--- src/rtl/uart_rx_fifo.sv ---
// ---------------------------------------------------------------------------
// uart_rx_fifo
//   Receive-side buffer placed directly after a UART receiver. A small
//   capture FSM takes each completed byte from the receiver's level-style
//   data/ready pair, pushes it into a circular FIFO and returns a one-cycle
//   acknowledge that clears the receiver's ready flag. The consumer sees a
//   first-word-fall-through read port and a sticky overrun flag.
//
//   Optional feature macro: UART_RX_FIFO_AFULL_EN
//     When defined, the o_almost_full port exists and asserts while
//     count >= AFULL_LEVEL. When undefined the port and its logic are absent.
//
// Ports
//   i_clk          system clock, all state on rising edge
//   i_reset        asynchronous reset, active low (0 = reset asserted)
//   i_rx_data      byte from receiver, valid while i_rx_ready = 1
//   i_rx_ready     receiver byte-available level, held until acknowledged
//   o_rx_ack       one-cycle pulse to the receiver's ready-clear input
//   i_rd_en        consumer pop request
//   o_rd_data      head entry (FWFT); content undefined while empty
//   o_empty        FIFO holds 0 entries
//   o_full         FIFO holds 2**DEPTH_LOG2 entries
//   o_count        current occupancy, 0 .. 2**DEPTH_LOG2
//   o_overrun      sticky: a byte arrived while full and was dropped
//   i_clr_overrun  synchronous clear of o_overrun (a same-cycle set wins)
//   o_almost_full  count >= AFULL_LEVEL (UART_RX_FIFO_AFULL_EN only)
// ---------------------------------------------------------------------------
module uart_rx_fifo #(
  parameter int unsigned DATA_WIDTH  = 8,
  parameter int unsigned DEPTH_LOG2  = 4,
  parameter int unsigned AFULL_LEVEL = 12
) (
  input  logic                  i_clk,
`ifdef UART_RX_FIFO_AFULL_EN
  output logic                  o_almost_full,
`endif
  input  logic                  i_reset,
  input  logic [DATA_WIDTH-1:0] i_rx_data,
  input  logic                  i_rx_ready,
  output logic                  o_rx_ack,
  input  logic                  i_rd_en,
  output logic [DATA_WIDTH-1:0] o_rd_data,
  output logic                  o_empty,
  output logic                  o_full,
  output logic [DEPTH_LOG2:0]   o_count,
  output logic                  o_overrun,
  input  logic                  i_clr_overrun
);

  localparam int unsigned PTR_W = DEPTH_LOG2;
  localparam int unsigned CNT_W = DEPTH_LOG2 + 1;
  localparam int unsigned DEPTH = 1 << DEPTH_LOG2;

  localparam logic [CNT_W-1:0] CNT_FULL = CNT_W'(DEPTH);
  localparam logic [CNT_W-1:0] CNT_ONE  = CNT_W'(1);
  localparam logic [PTR_W-1:0] PTR_ONE  = PTR_W'(1);

  // Capture FSM states; the fourth encoding is unused and recovers to idle.
  typedef enum logic [1:0] {
    S_IDLE  = 2'd0,
    S_ACK   = 2'd1,
    S_DRAIN = 2'd2
  } state_t;

  state_t                r_state;
  logic                  r_rx_ack;
  logic [PTR_W-1:0]      r_wr_ptr;
  logic [PTR_W-1:0]      r_rd_ptr;
  logic [CNT_W-1:0]      r_count;
  logic                  r_overrun;
  logic [DATA_WIDTH-1:0] r_mem [DEPTH];

  logic w_empty;
  logic w_full;
  logic w_capture;
  logic w_pop;
  logic w_push;
  logic w_drop;

  // Occupancy flags decoded from the registered count.
  assign w_empty = (r_count == '0);
  assign w_full  = (r_count == CNT_FULL);

  // A byte is sampled only in idle; the ack/drain states block re-capture
  // of the same byte while the receiver is still clearing its ready flag.
  assign w_capture = (r_state == S_IDLE) && i_rx_ready;

  // Pops on an empty FIFO are silently ignored.
  assign w_pop = i_rd_en && !w_empty;

  // When full, a same-cycle pop frees the slot the new byte goes into.
  assign w_push = w_capture && (!w_full || i_rd_en);
  assign w_drop = w_capture && w_full && !i_rd_en;

  // Capture FSM, pointers, occupancy and overrun flag.
  always_ff @(posedge i_clk or negedge i_reset) begin
    if (!i_reset) begin
      r_state   <= S_IDLE;
      r_rx_ack  <= 1'b0;
      r_wr_ptr  <= '0;
      r_rd_ptr  <= '0;
      r_count   <= '0;
      r_overrun <= 1'b0;
    end else begin
      r_rx_ack <= 1'b0;

      case (r_state)
        S_IDLE: begin
          if (i_rx_ready) begin
            r_state  <= S_ACK;
            r_rx_ack <= 1'b1;
          end
        end
        S_ACK: begin
          r_state <= S_DRAIN;
        end
        S_DRAIN: begin
          if (!i_rx_ready) begin
            r_state <= S_IDLE;
          end
        end
        default: begin
          r_state <= S_IDLE;
        end
      endcase

      // Pointers wrap through natural PTR_W-bit overflow.
      if (w_push) begin
        r_wr_ptr <= r_wr_ptr + PTR_ONE;
      end
      if (w_pop) begin
        r_rd_ptr <= r_rd_ptr + PTR_ONE;
      end

      case ({w_push, w_pop})
        2'b10:   r_count <= r_count + CNT_ONE;
        2'b01:   r_count <= r_count - CNT_ONE;
        default: r_count <= r_count;
      endcase

      // Set has priority over a same-cycle clear.
      if (w_drop) begin
        r_overrun <= 1'b1;
      end else if (i_clr_overrun) begin
        r_overrun <= 1'b0;
      end
    end
  end

  // Storage array; contents are intentionally not reset.
  always_ff @(posedge i_clk) begin
    if (w_push) begin
      r_mem[r_wr_ptr] <= i_rx_data;
    end
  end

  assign o_rx_ack  = r_rx_ack;
  assign o_rd_data = r_mem[r_rd_ptr];
  assign o_empty   = w_empty;
  assign o_full    = w_full;
  assign o_count   = r_count;
  assign o_overrun = r_overrun;

`ifdef UART_RX_FIFO_AFULL_EN
  assign o_almost_full = (r_count >= CNT_W'(AFULL_LEVEL));
`endif

endmodule

--- config.mk ---
export PLATFORM = sky130hd
export DESIGN_NAME = uart_rx_fifo
export DESIGN_NICKNAME = d
export VERILOG_FILES = /design/src/rtl/uart_rx_fifo.sv
export SDC_FILE = /design/constraint.sdc
export NUM_CORES = 1
export LEC_CHECK = 0
export BUFFER_PORTS_ARGS = -buffer_cell sky130_fd_sc_hd__clkbuf_2
export CORE_AREA = 2 2 144 146
export CTS_CLUSTER_DIAMETER = 40
export CTS_CLUSTER_SIZE = 10
export DETAILED_ROUTE_END_ITERATION = 12
export DIE_AREA = 0 0 146 148
export PLACE_DENSITY = 0.47
export SLEW_MARGIN = 0
export SYNTH_ARGS = -nofsm -noshare
export SYNTH_HDL_FRONTEND = slang
export SYNTH_SLANG_ARGS = --single-unit
--- constraint.sdc ---
create_clock -name i_clk -period 3.41 [get_ports i_clk]
set_clock_uncertainty 0.15 [all_clocks]
set_input_delay 0.682 -clock i_clk [delete_from_list [all_inputs] [get_ports i_clk]]
set_output_delay 0.682 -clock i_clk [all_outputs]
set_load 0.02 [all_outputs]
==> summary.md <==
| Metric | Value |
|---|---|
| Net Sw Power | `2.03 mW` |
| First-pass GRT wire length | `18.8 mm` |
| Die Wd | `roughly 150 um` |
| Top FF cell, synth | `edfxtp_1` |
| CP Buf/Inv Count | `2` |
| Die height | `between 100 and 150 um` |
| Initial drt markers | `197` |
| Post-synth EDFFs | `128` |
| CTS buffer count | `17` |
| Power Density | `850 mW/mm^2` |
| Filler instances | `1,963` |
| Status | `finished clean` |
| Normalized max-slew margin | `between 60% and 70%` |
| Internal Pwr Total | `around 3.9 mW` |
| CP max stage delay | `about 0.53 ns` |
| Critical path arrival | `between 2 and 2.5 ns` |
| Logic pwr share | `32.6%` |
| Slew Limit Fails | `0` |
| Clk sinks | `145` |
| Drt first pass iters | `4` |
| DRT antenna net count | `0` |
| Area Growth Syn to Fin | `18.8%` |
| Final Cycle Share | `97.1%` |
| CTS HTree Levels | `4` |
| Post-synthesis mux area share | `roughly an eighth` |
| Vias/cell | `4.53` |
| Vias in the first global route | `3,146` |
| Avg Cell Area, Syn | `approximately 18 um^2` |
| Post-synthesis register bit count | `around 150` |
| Worst-path clk slew | `0.06 ns` |
| R2r startpoint | `o_count[0]` |
| Warnings, synthesis | `0` |
| Leakage | `2.46 nW` |
| Clk_lat worst skew | `around 0.42 ns` |
| Synth Area in Compound Gates | `between 5 and 6%` |
| Setup crit end kind | `output port` |
| Global routing usage on met3 | `3.02%` |
| Worst EP required | `around 2.6 ns` |
| Synth Area in Simple Gates | `4.16%` |
| Final Util | `approximately a third` |
| Hold Fails Final Rpt | `0` |
| Gr usage total | `between 10% and 20%` |
| Finish-stage setup viols | `0` |
| DRC Markers | `0` |
| Slew @ Worst Pin | `0.579 ns` |
| Cell Area, Synth | `between 0.005 and 0.006 mm^2` |
| Mapped Cells | `331` |
| I/O pin total | `30` |
| Main combinational cell family by area after synthesis | `multiplexers` |
| Mapped Nets | `354` |
| Initial Utilization | `29.4%` |
| CTS tree | `built` |
| Number of max-cap violations | `0` |
| Post-Route Setup TNS | `0 ns` |
| Setup CP Type | `flip-flop to output port` |
| Sequential power share | `38.8%` |
| Area leader, netlist | `edfxtp_1` |
| CTS Hold Bufs | `0` |
| Clock buffer depth | `2` |
| Hpwl dp | `7.69 mm` |
| Layout cells sized above 1 | `27.5%` |
| Via count | `2,971` |
| N_diodes | `0` |
| Fin crit period | `about 3.3 ns` |
| Net switching share of the total power | `about a third` |
| Power share of the clock group | `28.6%` |
| Adder-cell area share of the yosys netlist | `2.25%` |
| Worst-path cell chain | `and2_1 > buf_4 > a221oi_1 > a22oi_1 > nand2_1 > clkbuf_2` |
| Port bufs | `29` |
| Final nets | `397` |
| Yosys top cell area share | `between 60% and 70%` |
| Most common cell in the netlist | `edfxtp_1` |
| Drt wl/cell | `18.1 um` |
| Die area | `between 0.02 and 0.025 mm^2` |
| Worst vdd ir | `0.374 mV` |
| CP max FO | `11` |
| Worst setup path startpoint | `r_rd_ptr[2]` |
| Startpoint type of the worst setup path | `flip-flop` |
| Crit-path slowest cell | `dfrtp_1` |
| XOR/XNOR share of the synthesized area | `about 1.5%` |
| Initial antenna violation count | `0` |
| Clock root buffer | `clkbuf_16` |
| Distinct cells, synth | `37` |
| Most used routing layer | `met2` |
| Worst hold-check path type | `input pin to asynchronous set/reset pin` |
| Final GP Congestion | `0.731` |
| Ys async rst share | `11.7%` |
| Multi-input logic area | `0.00156 mm^2` |
| Sequential share of the synthesized area | `roughly 72%` |
| Register area | `0.00427 mm^2` |
| Synth top area cells | `edfxtp_1, dfrtp_1, mux4_2` |
| GR Layer Usage met1 | `15.6%` |
| Gr ovfl total | `0` |
| Routing usage on met2 | `18.7%` |
| Core area | `0.0200 mm^2` |
| # rows | `52` |
| Largest delay share family, worst path | `compound AO/OA/AOI/OAI gates` |
| FMAX | `302 MHz` |
| RSZ-0062 raised after global routing | `false` |
| WL final | `around 12 mm` |
| Synth top cells by count | `edfxtp_1, mux2i_1, dfrtp_1` |
| Largest net degree at the start of global routing | `52` |
state kept, by name, indices dropped and copies added, names as in the netlist:
signal,cells
o_count,5
o_overrun,1
o_rx_ack,1
r_mem,128
r_rd_ptr,4
r_state,2
r_wr_ptr,4
path summary, 6_finish.rpt:
| kind | endpoint | slack (ns) | cells past startpoint |
|---|---|---|---|
| min in group i_clk | r_state[0] | 0.34 | 1 |
| max in group asynchronous | r_rd_ptr[0] | 2.72 | 1 |
| hold / removal | o_count[0] | 0.05 | 1 |
| setup reg to reg | o_count[4] | 0.30 | 9 |
| setup / recovery | o_rd_data[0] | 0.1 | 6 |
| hold reg to reg | r_state[0] | 0.34 | 1 |
layout by cell type, fill, tap and decap left out, types with 2 or more instances in the layout:
cell	Yosys	routed
buf_4	1	11
nor4_2	0	4
o21ai_0	11	11
and2_1	6	6
clkbuf_16	0	17
and2_2	3	3
a221oi_2	0	5
nor2_1	7	7
inv_1	10	10
a21oi_1	2	2
mux2_2	2	2
mux2i_1	34	34
nand2_1	14	14
xnor2_1	8	8
a221oi_1	16	11
edfxtp_1	128	128
a22oi_1	8	8
clkinvlp_4	0	3
dfrtp_1	17	16
nor2b_1	2	2
nor3b_1	2	2
ha_1	9	9
clkinv_1	0	2
clkbuf_2	0	29
clkinv_2	0	2
inv_6	0	2
mux4_2	16	16
xor2_1	2	2
clkinv_4	0	3
logic make-up (layout without fill, tap and decap cells):
kind of cell               Yosys count  count (layout)
xor gates and xnor gates            10              10
muxes                               52              52
DFF                                145             145
buffers and inverters               28              83
AOI/OAI and AO/OA                   42              42
and+or+nand+nor                     44              44
adders and majority gates           10              10
metal layers:
metal,vias to the layer above,wire length [um]
met2,37,5790
li1,1400,-
met4,0,186
met3,16,298
met5,-,0
met1,1518,5620
power by group through the flow:
| stage | sequential [mW] | combinational [mW] | clock (mW) |
|---|---|---|---|
| after CTS | 2.31 | 1.95 | 1.74 |
| after global placement | 2.34 | 1.94 | 0 |
| final | 2.31 | 1.94 | 1.70 |
| after detailed placement | 2.35 | 1.95 | 0 |
| after global routing | 2.34 | 2.13 | 1.82 |
| after floorplan | 2.28 | 1.39 | 0 |
timing repair:
| action | CTS | global route |
|---|---|---|
| gates resized for setup | 0 | 5 |
| buffers inserted | 0 | 0 |
| endpoints found under the setup margin | 0 | 4 |
| hold endpoints to repair | 0 | 0 |
stage by stage:
step | total power [mW] | hold WS [ns] | cells | setup slack (ns) | instance area, um^2
2_1_floorplan | 3.67 | 0.236 | 331 | 0.475 | 5890
3_3_place_gp | 4.28 | 0.320 | 625 | 0.274 | 6430
3_5_place_dp | 4.29 | 0.319 | 625 | 0.205 | 6430
4_1_cts | 6.01 | 0.0471 | 656 | 0.0637 | 6970
5_1_grt | 6.29 | 0.0710 | 656 | 0.00261 | 7000
6_report | 5.95 | 0.0454 | 656 | 0.0997 | 7000
cell type report:
cell class	instances	area share (%)
sequential	145	61.0
multi-input combinational	158	22.3
clock buffer	18	6.13
tap	270	4.82
timing repair buffer	41	3.54
clock inverter	13	1.63
inverter	11	0.590
No activity file was read; power rests on OpenSTA's default activity.
